[src/rtl/demux_sequencer_pkg.sv]
// Purpose: shared state encoding and dwell clamp helper for the demux sequencer.
// Latency: n/a (types and pure functions only).
// Backpressure: n/a.
package demux_seq_pkg;

  typedef enum logic [1:0] {
    IDLE = 2'd0,
    SCAN = 2'd1,
    HOLD = 2'd2,
    DONE = 2'd3
  } state_t;

  // A dwell of zero still gives every enabled channel one strobe cycle.
  function automatic int unsigned dwell_clamp(input int unsigned d);
    return (d == 32'd0) ? 32'd1 : d;
  endfunction

endpackage

[src/rtl/demux_sequencer_if.sv]
// Purpose: command/status bundle between a host and the demux sequencer.
// Latency: n/a (wiring only).
// Backpressure: none; start is a one-cycle pulse honoured only when idle.
interface demux_sequencer_if #(
  parameter int NO = 4,
  parameter int NS = 2,
  parameter int DW = 8
);
  logic          start;
  logic          repeat_en;
  logic          abort;
  logic [NO-1:0] ch_mask;
  logic [DW-1:0] dwell;
  logic [NS-1:0] sel;
  logic          dmx_in;
  logic          busy;
  logic          done;

  modport master (
    output start, repeat_en, abort, ch_mask, dwell,
    input  sel, dmx_in, busy, done
  );

  modport slave (
    input  start, repeat_en, abort, ch_mask, dwell,
    output sel, dmx_in, busy, done
  );
endinterface

[src/rtl/demux_sequencer_dwell_counter.sv]
// Purpose: loadable down-counter timing how long a channel stays strobed.
// Latency: load/decrement take effect on the next rising edge; zero is combinational from the count.
// Backpressure: none; en is ignored once the count reaches zero.
module dwell_counter #(
  parameter int DW = 8
) (
  input  logic          clk,
  input  logic          rst_n,
  input  logic          load,
  input  logic          en,
  input  logic [DW-1:0] load_val,
  output logic          zero
);

  logic [DW-1:0] cnt;

  // Load has priority over decrement; the count saturates at zero.
  always_ff @(posedge clk or negedge rst_n) begin
    if (!rst_n) begin
      cnt <= '0;
    end else if (load) begin
      cnt <= load_val;
    end else if (en && (cnt != '0)) begin
      cnt <= cnt - DW'(1);
    end
  end

  assign zero = (cnt == '0);

endmodule

[src/rtl/demux_sequencer.sv]
// Purpose: walks enabled demux channels in ascending order, strobing dmx_in for dwell cycles each.
// Latency: first enabled channel k strobes k+2 edges after start is applied; one SCAN gap between channels.
// Backpressure: start while busy is ignored; abort wins over everything and returns to idle next edge.
module demux_sequencer
  import demux_seq_pkg::*;
#(
  parameter int NO = 4,
  parameter int NS = 2,
  parameter int DW = 8
) (
  input  logic               clk,
  input  logic               rst_n,
  demux_sequencer_if.slave   bus
);

  state_t        state, state_n;
  logic [NS-1:0] ptr, ptr_n;
  logic [NS-1:0] sel, sel_n;
  logic          dmx, dmx_n;
  logic [NO-1:0] mask_q, mask_n;
  logic [DW-1:0] dwell_q, dwell_n;
  logic          rep_q, rep_n;
  logic          cnt_load, cnt_en, cnt_zero;
  logic          last;

  localparam logic [NS-1:0] LAST_CH = NS'(NO - 1);

  assign last = (ptr == LAST_CH);

  dwell_counter #(.DW(DW)) u_cnt (
    .clk      (clk),
    .rst_n    (rst_n),
    .load     (cnt_load),
    .en       (cnt_en),
    .load_val (dwell_q - DW'(1)),
    .zero     (cnt_zero)
  );

  // State, pointer, registered outputs and the per-pass latched command.
  always_ff @(posedge clk or negedge rst_n) begin
    if (!rst_n) begin
      state   <= IDLE;
      ptr     <= '0;
      sel     <= '0;
      dmx     <= 1'b0;
      mask_q  <= '0;
      dwell_q <= '0;
      rep_q   <= 1'b0;
    end else begin
      state   <= state_n;
      ptr     <= ptr_n;
      sel     <= sel_n;
      dmx     <= dmx_n;
      mask_q  <= mask_n;
      dwell_q <= dwell_n;
      rep_q   <= rep_n;
    end
  end

  // Next-state logic; sel only moves on the edge that raises dmx_in or enters DONE.
  always_comb begin
    state_n  = state;
    ptr_n    = ptr;
    sel_n    = sel;
    dmx_n    = dmx;
    mask_n   = mask_q;
    dwell_n  = dwell_q;
    rep_n    = rep_q;
    cnt_load = 1'b0;
    cnt_en   = 1'b0;

    if (bus.abort) begin
      state_n = IDLE;
      ptr_n   = '0;
      sel_n   = '0;
      dmx_n   = 1'b0;
      rep_n   = 1'b0;
    end else begin
      unique case (state)
        IDLE: begin
          if (bus.start) begin
            ptr_n = '0;
            if (bus.ch_mask != '0) begin
              mask_n  = bus.ch_mask;
              dwell_n = DW'(dwell_clamp(32'(bus.dwell)));
              rep_n   = bus.repeat_en;
              state_n = SCAN;
            end else begin
              // Empty mask: report an immediate, channel-free pass and never loop.
              rep_n   = 1'b0;
              state_n = DONE;
            end
          end
        end
        SCAN: begin
          if (mask_q[ptr]) begin
            sel_n    = ptr;
            dmx_n    = 1'b1;
            cnt_load = 1'b1;
            state_n  = HOLD;
          end else if (last) begin
            sel_n   = '0;
            state_n = DONE;
          end else begin
            ptr_n = ptr + NS'(1);
          end
        end
        HOLD: begin
          if (!cnt_zero) begin
            cnt_en = 1'b1;
          end else begin
            dmx_n = 1'b0;
            if (last) begin
              sel_n   = '0;
              state_n = DONE;
            end else begin
              ptr_n   = ptr + NS'(1);
              state_n = SCAN;
            end
          end
        end
        DONE: begin
          ptr_n   = '0;
          state_n = rep_q ? SCAN : IDLE;
        end
        default: state_n = IDLE;
      endcase
    end
  end

  assign bus.sel    = sel;
  assign bus.dmx_in = dmx;
  assign bus.busy   = (state == SCAN) || (state == HOLD);
  assign bus.done   = (state == DONE);

endmodule

[src/flat_wrapper.sv]
// flat-port wrapper written by rule: the top's interface ports become plain ports
module demux_sequencer_flat import demux_seq_pkg::*;
#(
  parameter int NO = 4,
  parameter int NS = 2,
  parameter int DW = 8
)
  (clk, rst_n, bus_start, bus_repeat_en, bus_abort, bus_ch_mask, bus_dwell, bus_sel, bus_dmx_in, bus_busy, bus_done);
  demux_sequencer_if #(.NO(NO), .NS(NS), .DW(DW)) bus_i ();
  input  logic clk;
  input  logic rst_n;
  input wire logic [$bits(bus_i.start)-1:0] bus_start;
  input wire logic [$bits(bus_i.repeat_en)-1:0] bus_repeat_en;
  input wire logic [$bits(bus_i.abort)-1:0] bus_abort;
  input wire logic [$bits(bus_i.ch_mask)-1:0] bus_ch_mask;
  input wire logic [$bits(bus_i.dwell)-1:0] bus_dwell;
  output wire logic [$bits(bus_i.sel)-1:0] bus_sel;
  output wire logic [$bits(bus_i.dmx_in)-1:0] bus_dmx_in;
  output wire logic [$bits(bus_i.busy)-1:0] bus_busy;
  output wire logic [$bits(bus_i.done)-1:0] bus_done;
  assign bus_i.start = bus_start;
  assign bus_i.repeat_en = bus_repeat_en;
  assign bus_i.abort = bus_abort;
  assign bus_i.ch_mask = bus_ch_mask;
  assign bus_i.dwell = bus_dwell;
  assign bus_sel = bus_i.sel;
  assign bus_dmx_in = bus_i.dmx_in;
  assign bus_busy = bus_i.busy;
  assign bus_done = bus_i.done;
  demux_sequencer #(.NO(NO), .NS(NS), .DW(DW)) u_core (.clk(clk), .rst_n(rst_n), .bus(bus_i));
endmodule
[config.mk]
export PLATFORM = sky130hd
export DESIGN_NAME = demux_sequencer_flat
export DESIGN_NICKNAME = d
export VERILOG_FILES = /design/src/rtl/demux_sequencer_pkg.sv /design/src/rtl/demux_sequencer_if.sv /design/src/rtl/demux_sequencer_dwell_counter.sv /design/src/rtl/demux_sequencer.sv /design/src/flat_wrapper.sv
export SDC_FILE = /design/constraint.sdc
export NUM_CORES = 1
export LEC_CHECK = 0
export CORE_MARGIN = 2
export CORE_UTILIZATION = 54
export DETAILED_ROUTE_END_ITERATION = 8
export PLACE_DENSITY = 0.78
export SYNTH_ARGS = -nofsm -noshare
export SYNTH_HDL_FRONTEND = slang
export SYNTH_SLANG_ARGS = --single-unit
[constraint.sdc]
create_clock -name clk -period 3.7 [get_ports clk]
set_input_delay 1.11 -clock clk [delete_from_list [all_inputs] [get_ports clk]]
set_output_delay 1.11 -clock clk [all_outputs]
set_load 0.05 [all_outputs]
==> key figures <==
Status
  – Status: complete, no violations

Logic synthesis
  – Count of cell types in the netlist: 47
  – Syn_area_per_cell: 10.4 um^2
  – Most frequent cells after synthesis: dfrtp_1 (28), mux2_2 (12), a21oi_1 (9), inv_1 (9), nor2_1 (9)
  – EDFF count, synth: 0
  – Largest family of logic cells by synthesized area: simple AND/OR/NAND/NOR gates
  – Synth Area in XOR/XNOR: 2.64%
  – Most frequent cell after synthesis: dfrtp_1
  – Post-synthesis async set-or-reset flop share: 100%
  – Seq/Total Area, Yosys: 42.2%
  – Syn Std Cell Area: about 0.0017 mm^2
  – Post-Synth Simple-Gate Area: between 15 and 20%
  – Mapped Cells: 160
  – Synthesized flop and latch total: 28
  – Fraction of the mapped netlist area in adder cells: 4.52%
  – Synth Area in Compound Gates: 15.1%
  – Yosys top cell area share: roughly 42%
  – Yosys warning total: 0
  – Synth area leader: dfrtp_1
  – Top cells by area, synth: dfrtp_1 (42%), mux2_2 (8.1%), ha_1 (4.5%), mux2i_1 (4.2%), a21oi_1 (2.7%)
  – Post-synth net total: between 150 and 200
  – Main synth FF type: dfrtp_1
  – Post-synthesis mux area share: a little over an eighth

Die
  – Core area: around 0.0030 mm^2
  – Site Rows: 20
  – Die Width: approximately 59 um
  – Initial core utilization: 55.8%
  – # IOs: 22
  – Die height: 59.5 um
  – Die area: 0.00353 mm^2

Global routing
  – Largest net degree at the start of global routing: 29
  – Vias in the first global route: 1,310
  – Initial antenna violation count: 0
  – GRT overflow: 0
  – First-pass GRT wire length: 5900 um
  – Total GRT Usage: 22.1%

Critical path
  – Critical Path Sink Type: output port
  – Worst Path Arrival: 1960 ps
  – Kind of cell adding the most delay to the critical path: buffers and inverters
  – Critical path required time: 2590 ps
  – Critical path buffers and inverters: 2
  – Crit Path Class: reg -> out
  – Max FO, Critical Path: 3
  – Worst path max stage delay: 810 ps
  – CP cell instances: inv_1 -> ha_1 -> clkdlybuf4s50_1
  – Crit start category: flop
  – Slowest-stage cell, CP: clkdlybuf4s50_1

Power and ir drop
  – Maximum vdd ir drop: 450 uV
  – Seq pwr share: 39.1%
  – Static Leak: 0.824 nW
  – Clock power share: 13.9%
  – Psw: 594 uW
  – Pwr Density: 749 mW/mm^2
  – Internal power: 882 uW
  – Gate power share: roughly 47%
  – Switching fraction of total power: 40.2%

Min path
  – Worst hold path type: reg -> reg

STA
  – RSZ-0062 raised after global routing: false
  – Setup violations, final: 0
  – Slew margin rel.: 55.7%
  – Worst-margin pin slew: 647 ps
  – Setup TNS: 0 ps
  – Final Critical Period: 3070 ps
  – Final slew viol count: 0
  – Final clock skew: 5.22 ps
  – Final period util: roughly 83%
  – Final hold vios: 0
  – Max Clock Freq: 0.326 GHz
  – Hold WS: 533 ps

Routing
  – DR vias/cell: 6.22
  – Total number of vias: 1,356
  – WL per Instance: 15.7 um
  – DRT Pass-1 Iters: 4
  – DRT iter0 DRCs: 32
  – Antenna Nets Post-Route: 0
  – Residual DRC count: 0
  – Routed WL: 3430 um

Clock network
  – CTS root buffer: clkbuf_4
  – TritonCTS clock tree: yes
  – Setup bufs post-CTS: 0
  – CTS clk-pin slew, worst paths: 160 ps
  – Cts bufs inserted: 3
  – Clk_lat worst skew: 340 ps
  – Clock Sinks: 28
  – CTS resizes: 0
  – Hold_buf cts: 0
  – Bufs on Longest Clock Path: 2
  – CTS H-tree lvls: 1

Placed design
  – GP Congestion: approximately 0.8
  – Dpl hpwl: 2620 um
  – I/O Buffers: 21

Finish
  – Layout cell share with drive strength beyond 1: approximately 16%
  – # nets final: 209
  – Ant diodes: 0
  – Area occupied by multi-input gates: 902 um^2
  – Reg area: roughly 700 um^2
  – Syn-to-layout area delta: 18.7%
  – # fillers: 232

Run
  – Max cap viols: 0
## flip-flops by register name, summed over array words and instances, names as in the netlist
name and count:
u_core.bus.dmx_in 1, u_core.bus.sel 2, u_core.dwell_q 8, u_core.mask_q 4, u_core.ptr 2, u_core.rep_q 1, u_core.state 2, u_core.u_cnt.cnt 8
## power by group through the flow
| stage | sequential, mW | clock [mW] | combinational [mW] |
|---|---|---|---|
| after CTS | 0.574 | 0.207 | 0.694 |
| after global placement | 0.575 | 0 | 0.668 |
| after floorplan | 0.578 | 0 | 0.506 |
| after detailed placement | 0.582 | 0 | 0.689 |
| after global routing | 0.596 | 0.220 | 0.762 |
| final | 0.577 | 0.206 | 0.694 |
## kinds of logic after synthesis
logic type               Yosys count
AND/OR/NAND/NOR                   52
AO/OA/AOI/OAI                     36
flip-flops                        28
multiplexers                      20
buffers and inverters             13
adder cells (fa/ha/maj)            6
XOR/XNOR                           5
## worst paths after layout
check	from	endpoint	slack [ps]	cells after the start
max	u_core.state[0]$_DFFE_PN0P_	bus_busy	630	3
min	u_core.dwell_q[0]$_DFFE_PN0P_	u_core.u_cnt.cnt[0]$_DFFE_PN0P_	530	1
max reg2reg	u_core.state[1]$_DFFE_PN0P_	u_core.u_cnt.cnt[6]$_DFFE_PN0P_	1140	10
min reg2reg	u_core.dwell_q[0]$_DFFE_PN0P_	u_core.u_cnt.cnt[0]$_DFFE_PN0P_	530	1
max in group asynchronous	rst_n	u_core.u_cnt.cnt[0]$_DFFE_PN0P_	2300	2
min in group asynchronous	rst_n	u_core.bus.dmx_in$_DFFE_PN0P_	1130	2
## cell usage in the layout, fill, tap and decap left out, drive strengths merged, types with 6 or more instances in the layout
master	netlist	final
a21oi	9	9
clkdlybuf4s50	0	21
dfrtp	28	28
ha	6	6
inv	9	9
mux2	12	12
mux2i	7	7
nand2	7	7
nor2	9	9
## layout make-up
| cell class | count | share of cell area [%] |
|---|---|---|
| tap | 33 | 2.10 |
| clock inverter | 1 | 1.52 |
| inverter | 9 | 1.71 |
| timing repair buffer | 25 | 12.2 |
| clock buffer | 3 | 1.14 |
| sequential | 28 | 35.6 |
| multi-input combinational | 119 | 45.8 |
## worst reg2reg max path, cell delays in order (launching register included)
cell	delay (ps)
dfrtp_1	430
inv_1	120
ha_1	280
and2b_1	220
and2_4	230
nor2_1	60
a21oi_1	130
ha_1	260
nand2b_1	90
or4b_2	610
nand3_1	100
## per-layer routing
metal	share of wire, %	wire length, um	track usage, %
met5	0	0	0
met2	46	1570	34.9
met1	47	1620	30.7
met4	2.0	68	8.44
met3	4.7	160	3.06
## per-stage QoR
step / power, mW / util (%) / std cells / setup WS [ps] / area, um^2
floorplan: 1.08 / - / 160 / 780 / 1660
global placement: 1.24 / 64.4 / 214 / 446 / 1920
detailed placement: 1.27 / 64.4 / 214 / 400 / 1920
CTS: 1.47 / 66.2 / 218 / 623 / 1970
global route: 1.58 / 66.2 / 218 / 565 / 1970
finish: 1.48 / 66.2 / 218 / 628 / 1970
Power figures use the tool's default switching activity.
==> RTL edit 1: new RTL, same settings <==
The 4 states of `state_t` get a one-hot encoding in 4 bits.
--- a/src/rtl/demux_sequencer_pkg.sv
+++ b/src/rtl/demux_sequencer_pkg.sv
@@ -4,9 +4,9 @@
 package demux_seq_pkg;
 
-  typedef enum logic [1:0] {
-    IDLE = 2'd0,
-    SCAN = 2'd1,
-    HOLD = 2'd2,
-    DONE = 2'd3
+  typedef enum logic [3:0] {
+    IDLE = 4'b0001,
+    SCAN = 4'b0010,
+    HOLD = 4'b0100,
+    DONE = 4'b1000
   } state_t;
 
Check against the original RTL: same outputs for any inputs over 10 cycles, from zero or initial values and one cycle with rst_n low; not proved beyond that.
==> RTL edit 1 against the unedited design <==
  * First-iteration DRC count increased by 120%
  * Worst setup slack worse by 230 ps
  * Routed wire length rose by 6.2%
  * Fmax is 6.8% lower
  * Cell area increased by 5.3%
  * Sequential cell count is 2 higher
  * Synthesized area rose by 5.7%
  * Register-to-register slack worse by 110 ps
  * Critical endpoint is now bus_done
Power is not compared: it rests on default switching activity, and its combinational part moved more than twofold at a synthesized area within 25%.
==> RTL edit 1: results (changes against the unedited design) <==
[run_status]
outcome = finished clean

[worst_hold_path]
hp-start = u_core.bus.sel[0]
min_to = u_core.bus.sel[0]
holdPathStages = 1  ; unchanged

[timing]
slew-limit-headroom_pct = 40.0  ; -16 points
whs_ps = 518  ; -14.7 ps
fin_worst_skew_ps = 8.27  ; +3.06 ps

[cells_and_area]
top_regs = u_core.dwell_q (8), u_core.u_cnt.cnt (8)
final_cells = 234  ; +7.3%
drive_gt1_share_pct = 12.6  ; -3.6 points
fin_nets = 208  ; -0.48%

[logic_synthesis]
synth_compound_area_share_pct = 14.3  ; -0.88 points
synth.distinct_cells = 54  ; +15%
yosys_warnings = 0  ; unchanged
synth_seq_area_share_pct = 42.9  ; +0.67 points
synthCells = 164  ; +2.5%
ys_top_cells_by_area = dfrtp_1 41%, mux2_1 7.1%, xor2_1 3.5%
synth_xor_area_share_pct = 6.49  ; +3.9 points
yosys-mux-area-fraction_pct = 10.6  ; -3.1 points
synth_fa_ha_area_share_pct = 1.43  ; -3.1 points
synth_commonest_cells = 29 x dfrtp_1, 12 x nor2_1, 11 x mux2_1

[cts]
cts_max_level = 2  ; +1
cts_made_buffers = 5  ; +2
path_clk_slew_ps = 100  ; -60 ps

[drt]
vias = 1353  ; -0.22%
wl_per_cell_um = 15.5  ; -1.1%
drt_iter0_drc = 71  ; +120%

[global_route]
grtUsageMet1_pct = 26.8  ; -3.9 points
use_met2_pct = 37.9  ; +3.1 points
grt_pass1_wl_mm = 6.02  ; +2.0%
grt_max_degree = 31  ; +6.9%
grt_use_met3_pct = 5.33  ; +2.3 points
track_usage_pct = 22.3  ; +0.22 points
grt_pass1_vias = 1325  ; +1.1%

[critical_path]
cp.arrival_ps = 2190  ; +230 ps
cpPeakStageDelay_ps = 870  ; +60 ps
reg2reg_slack_ps = 1030  ; -110 ps
r2r-end = u_core.u_cnt.cnt[6]
crit_fanout = 13  ; +10

[power_and_ir_drop]
switchingPower_mw = 0.366

[placed_design]
dpl.hpwl_mm = 2.73  ; +4.1%
place_congestion = 0.809  ; -1.2%
io_buffer_count = 21  ; unchanged

RTL edit 1: cell count changes after synthesis, moves of 3 or more:
cell / delta
nor2_1: +3
nor3_1: +4
nand3_1: -4
ha_1: -4
buf_2: +3
inv_1: -3
nor4b_1: +3
mux2_1: +11
mux2i_1: -3
o21ai_1: +5
xor2_1: +7
a211oi_1: -5
mux2_2: -12
RTL edit 1: cells by family (layout without fill, tap and decap cells):
| family | Yosys count | count (layout) |
|---|---|---|
| compound gates | 35 | 35 |
| xor+xnor | 13 | 13 |
| fa+ha+maj | 2 | 2 |
| buf+inv | 13 | 39 |
| flops | 30 | 30 |
| mux | 16 | 16 |
| simple gates | 55 | 55 |
RTL edit 1: routing by layer:
layer / wire length, um / vias to the layer above
met5: 0 / -
met2: 1830 / 36
li1: - / 654
met3: 156 / 8
met1: 1600 / 655
met4: 56 / 0
RTL edit 1: power by group through the flow:
stage	clock (mW)	sequential [mW]	combinational, mW
after floorplan	0	0.477	0.240
after global placement	0	0.490	0.302
after detailed placement	0	0.498	0.315
after CTS	0.209	0.492	0.317
after global routing	0.225	0.506	0.345
final	0.204	0.496	0.314
RTL edit 1: final cells by class:
type                       count  area (um2)
clock buffer                   7        55.1
clock inverter                 1        5.00
tap                           44        55.1
inverter                       6        22.5
fill                         249        1000
timing repair buffer          25         240
multi-input combinational    121         945
sequential                    30         752
RTL edit 1: worst max path at each step:
stage                               start                end  slack, ps  cells past startpoint
after floorplan           u_core.state[1]           bus_done        300                      2
after global placement          bus_start  u_core.dwell_q[6]        500                      5
after detailed placement        bus_start  u_core.dwell_q[7]        410                      5
after CTS                 u_core.state[3]           bus_done        360                      2
after global routing      u_core.state[3]           bus_done        300                      2
final                     u_core.state[3]           bus_done        400                      2
RTL edit 1: per-stage QoR:
| stage | instance area, um2 | util [%] | setup slack, ps |
|---|---|---|---|
| after floorplan | 1750 | - | 301 |
| after global placement | 2010 | 65.4 | 500 |
| after detailed placement | 2010 | 65.4 | 412 |
| after CTS | 2070 | 67.4 | 362 |
| after global routing | 2070 | 67.4 | 301 |
| final | 2070 | 67.4 | 402 |
==> RTL edit 2: new RTL, same flow settings <==
Without the edit above. `NO` is set to 4 in 3 places; all go to 6.
--- a/src/rtl/demux_sequencer_if.sv
+++ b/src/rtl/demux_sequencer_if.sv
@@ -3,5 +3,5 @@
 // Backpressure: none; start is a one-cycle pulse honoured only when idle.
 interface demux_sequencer_if #(
-  parameter int NO = 4,
+  parameter int NO = 6,
   parameter int NS = 2,
   parameter int DW = 8
--- a/src/rtl/demux_sequencer.sv
+++ b/src/rtl/demux_sequencer.sv
@@ -5,5 +5,5 @@
   import demux_seq_pkg::*;
 #(
-  parameter int NO = 4,
+  parameter int NO = 6,
   parameter int NS = 2,
   parameter int DW = 8
--- a/src/flat_wrapper.sv
+++ b/src/flat_wrapper.sv
@@ -2,5 +2,5 @@
 module demux_sequencer_flat import demux_seq_pkg::*;
 #(
-  parameter int NO = 4,
+  parameter int NO = 6,
   parameter int NS = 2,
   parameter int DW = 8
Interface: changed (resized bus_ch_mask); port bits go from 22 to 24. No check against the original RTL was run, so the function may have changed too.
==> RTL edit 2 against the unedited design <==
  * Total power up 4.6%
  * Sequential cell count is the same
  * Largest cell class unchanged
  * Via count down 2.1%
  * Highest routed layer unchanged
  * Cell area increased by 0.83%
  * Count of clock-buffer cells in the layout stayed put
  * Final cell count shrank 1.8%
  * Synthesized area decreased by 0.53%
  * Worst setup slack worse by 250 ps
  * Die area fell by 0.49%
  * Routed wire length rose by 5.9%
==> RTL edit 2: results (changes against the unedited design) <==
[critical_path]
cp-startpoint = bus_abort
reg2reg_depth = 8  ; -2
r2r_start = u_core.ptr[0]
cpPeakStageDelay_ps = 470  ; -340 ps
cp.arrival_ps = 3550  ; +1590 ps
reg2reg_slack_ps = 630  ; -510 ps
crit_fanout = 5  ; +2
critPathBufInv = 1  ; -1
slowest_stage = or3b_2
worst_path_dominant_cell_family = simple AND/OR/NAND/NOR gates

[cells_and_area]
antenna_cells = 0  ; unchanged
drive_gt1_share_pct = 17.1  ; +0.91 points
fin_nets = 207  ; -0.96%

[logic_synthesis]
yosys_warnings = 0  ; unchanged
synth.distinct_cells = 45  ; -4.3%
syn-num-nets = 179  ; -2.2%
synth_commonest_cells = 28 x dfrtp_1, 11 x mux2_2, 9 x nand2_1
synth_seq_area_share_pct = 42.4  ; +0.22 points
ys_top_cells_by_area = dfrtp_1 42%, mux2_2 7.5%, ha_1 4.5%

[drt]
drt_iter0_drc = 29  ; -9.4%
vias = 1327  ; -2.1%
wl_per_cell_um = 16.9  ; +7.8%

[global_route]
grt_pass1_wl_mm = 6.27  ; +6.3%
grt_max_degree = 29  ; unchanged
track_usage_pct = 24.0  ; +1.9 points
grt_pass1_vias = 1363  ; +4.0%

[placed_design]
place_congestion = 0.826  ; +0.93%
dp_slack_ps = 11.4  ; -389 ps
io_buffer_count = 23  ; +9.5%
dpl.hpwl_mm = 2.80  ; +6.5%

[worst_hold_path]
min_to = u_core.bus.sel[1]
holdPathStages = 1  ; unchanged
hp-start = u_core.bus.sel[1]

[timing]
whs_ps = 505  ; -28.2 ps
fin_worst_skew_ps = 14.3  ; +9.06 ps
tightest_slew_ps = 692  ; +44.6 ps

[run_status]
outcome = finished clean

[flow_run]
drv_cap = 0  ; unchanged

[power_and_ir_drop]
cellLeakagePower_nw = 0.823  ; -0.15%
ir_drop_mv = 0.444  ; -1.3%

RTL edit 2: cell types whose count changed in the layout (fill, tap and decap cells not counted), moves of 3 or more:
cell,change
nand3_1,-4
or3b_2,+3
nor2_1,-3
inv_1,-6
xor2_1,+6
RTL edit 2: power by group:
group          switching, mW  total, mW  internal [mW]
combinational          0.395      0.754          0.359
sequential             0.146      0.587          0.441
clock                 0.0932      0.203          0.110
RTL edit 2: stage by stage:
stage / util [%] / cell area (um2) / cells
5_1_grt: 66.7 / 1990 / 214
3_5_place_dp: 65.0 / 1930 / 210
4_1_cts: 66.7 / 1990 / 214
3_3_place_gp: 65.0 / 1930 / 210
2_1_floorplan: - / 1650 / 154
6_report: 66.7 / 1990 / 214
RTL edit 2: logic make-up after synthesis:
| logic type | share of synthesized area (%) |
|---|---|
| xor+xnor | 4.77 |
| fa+ha+maj | 4.55 |
| buf+inv | 2.27 |
| flops | 42.4 |
| simple gates | 18.7 |
| compound gates | 14.2 |
| mux | 13.1 |
RTL edit 2: worst max-delay path by stage:
| stage | endpoint | slack (ps) | cells after the start |
|---|---|---|---|
| 3_3_place_gp | u_core.u_cnt.cnt[6] | 140 | 9 |
| 4_1_cts | u_core.u_cnt.cnt[6] | 390 | 9 |
| 6_report | u_core.u_cnt.cnt[6] | 380 | 9 |
| 5_1_grt | u_core.u_cnt.cnt[6] | 290 | 9 |
| 3_5_place_dp | u_core.u_cnt.cnt[6] | 10 | 9 |
| 2_1_floorplan | u_core.u_cnt.cnt[6] | 410 | 9 |
RTL edit 2: layout make-up:
class / instances / area, um2
fillers: 238 / 991
multi-input cells: 118 / 913
flip-flops and latches: 28 / 701
repair buffers: 28 / 268
well taps: 33 / 41.3
clock inverters: 1 / 30.0
clock buffers: 3 / 22.5
inverters: 3 / 11.3
RTL edit 2: layer usage:
metal,wire length [um],global-route usage [%],vias up,part of all wire (%)
met2,1840,40.3,32,51
li1,-,-,634,-
met4,78,12.0,0,2.2
met5,0,0,-,0
met3,117,2.84,8,3.2
met1,1590,30.2,653,44
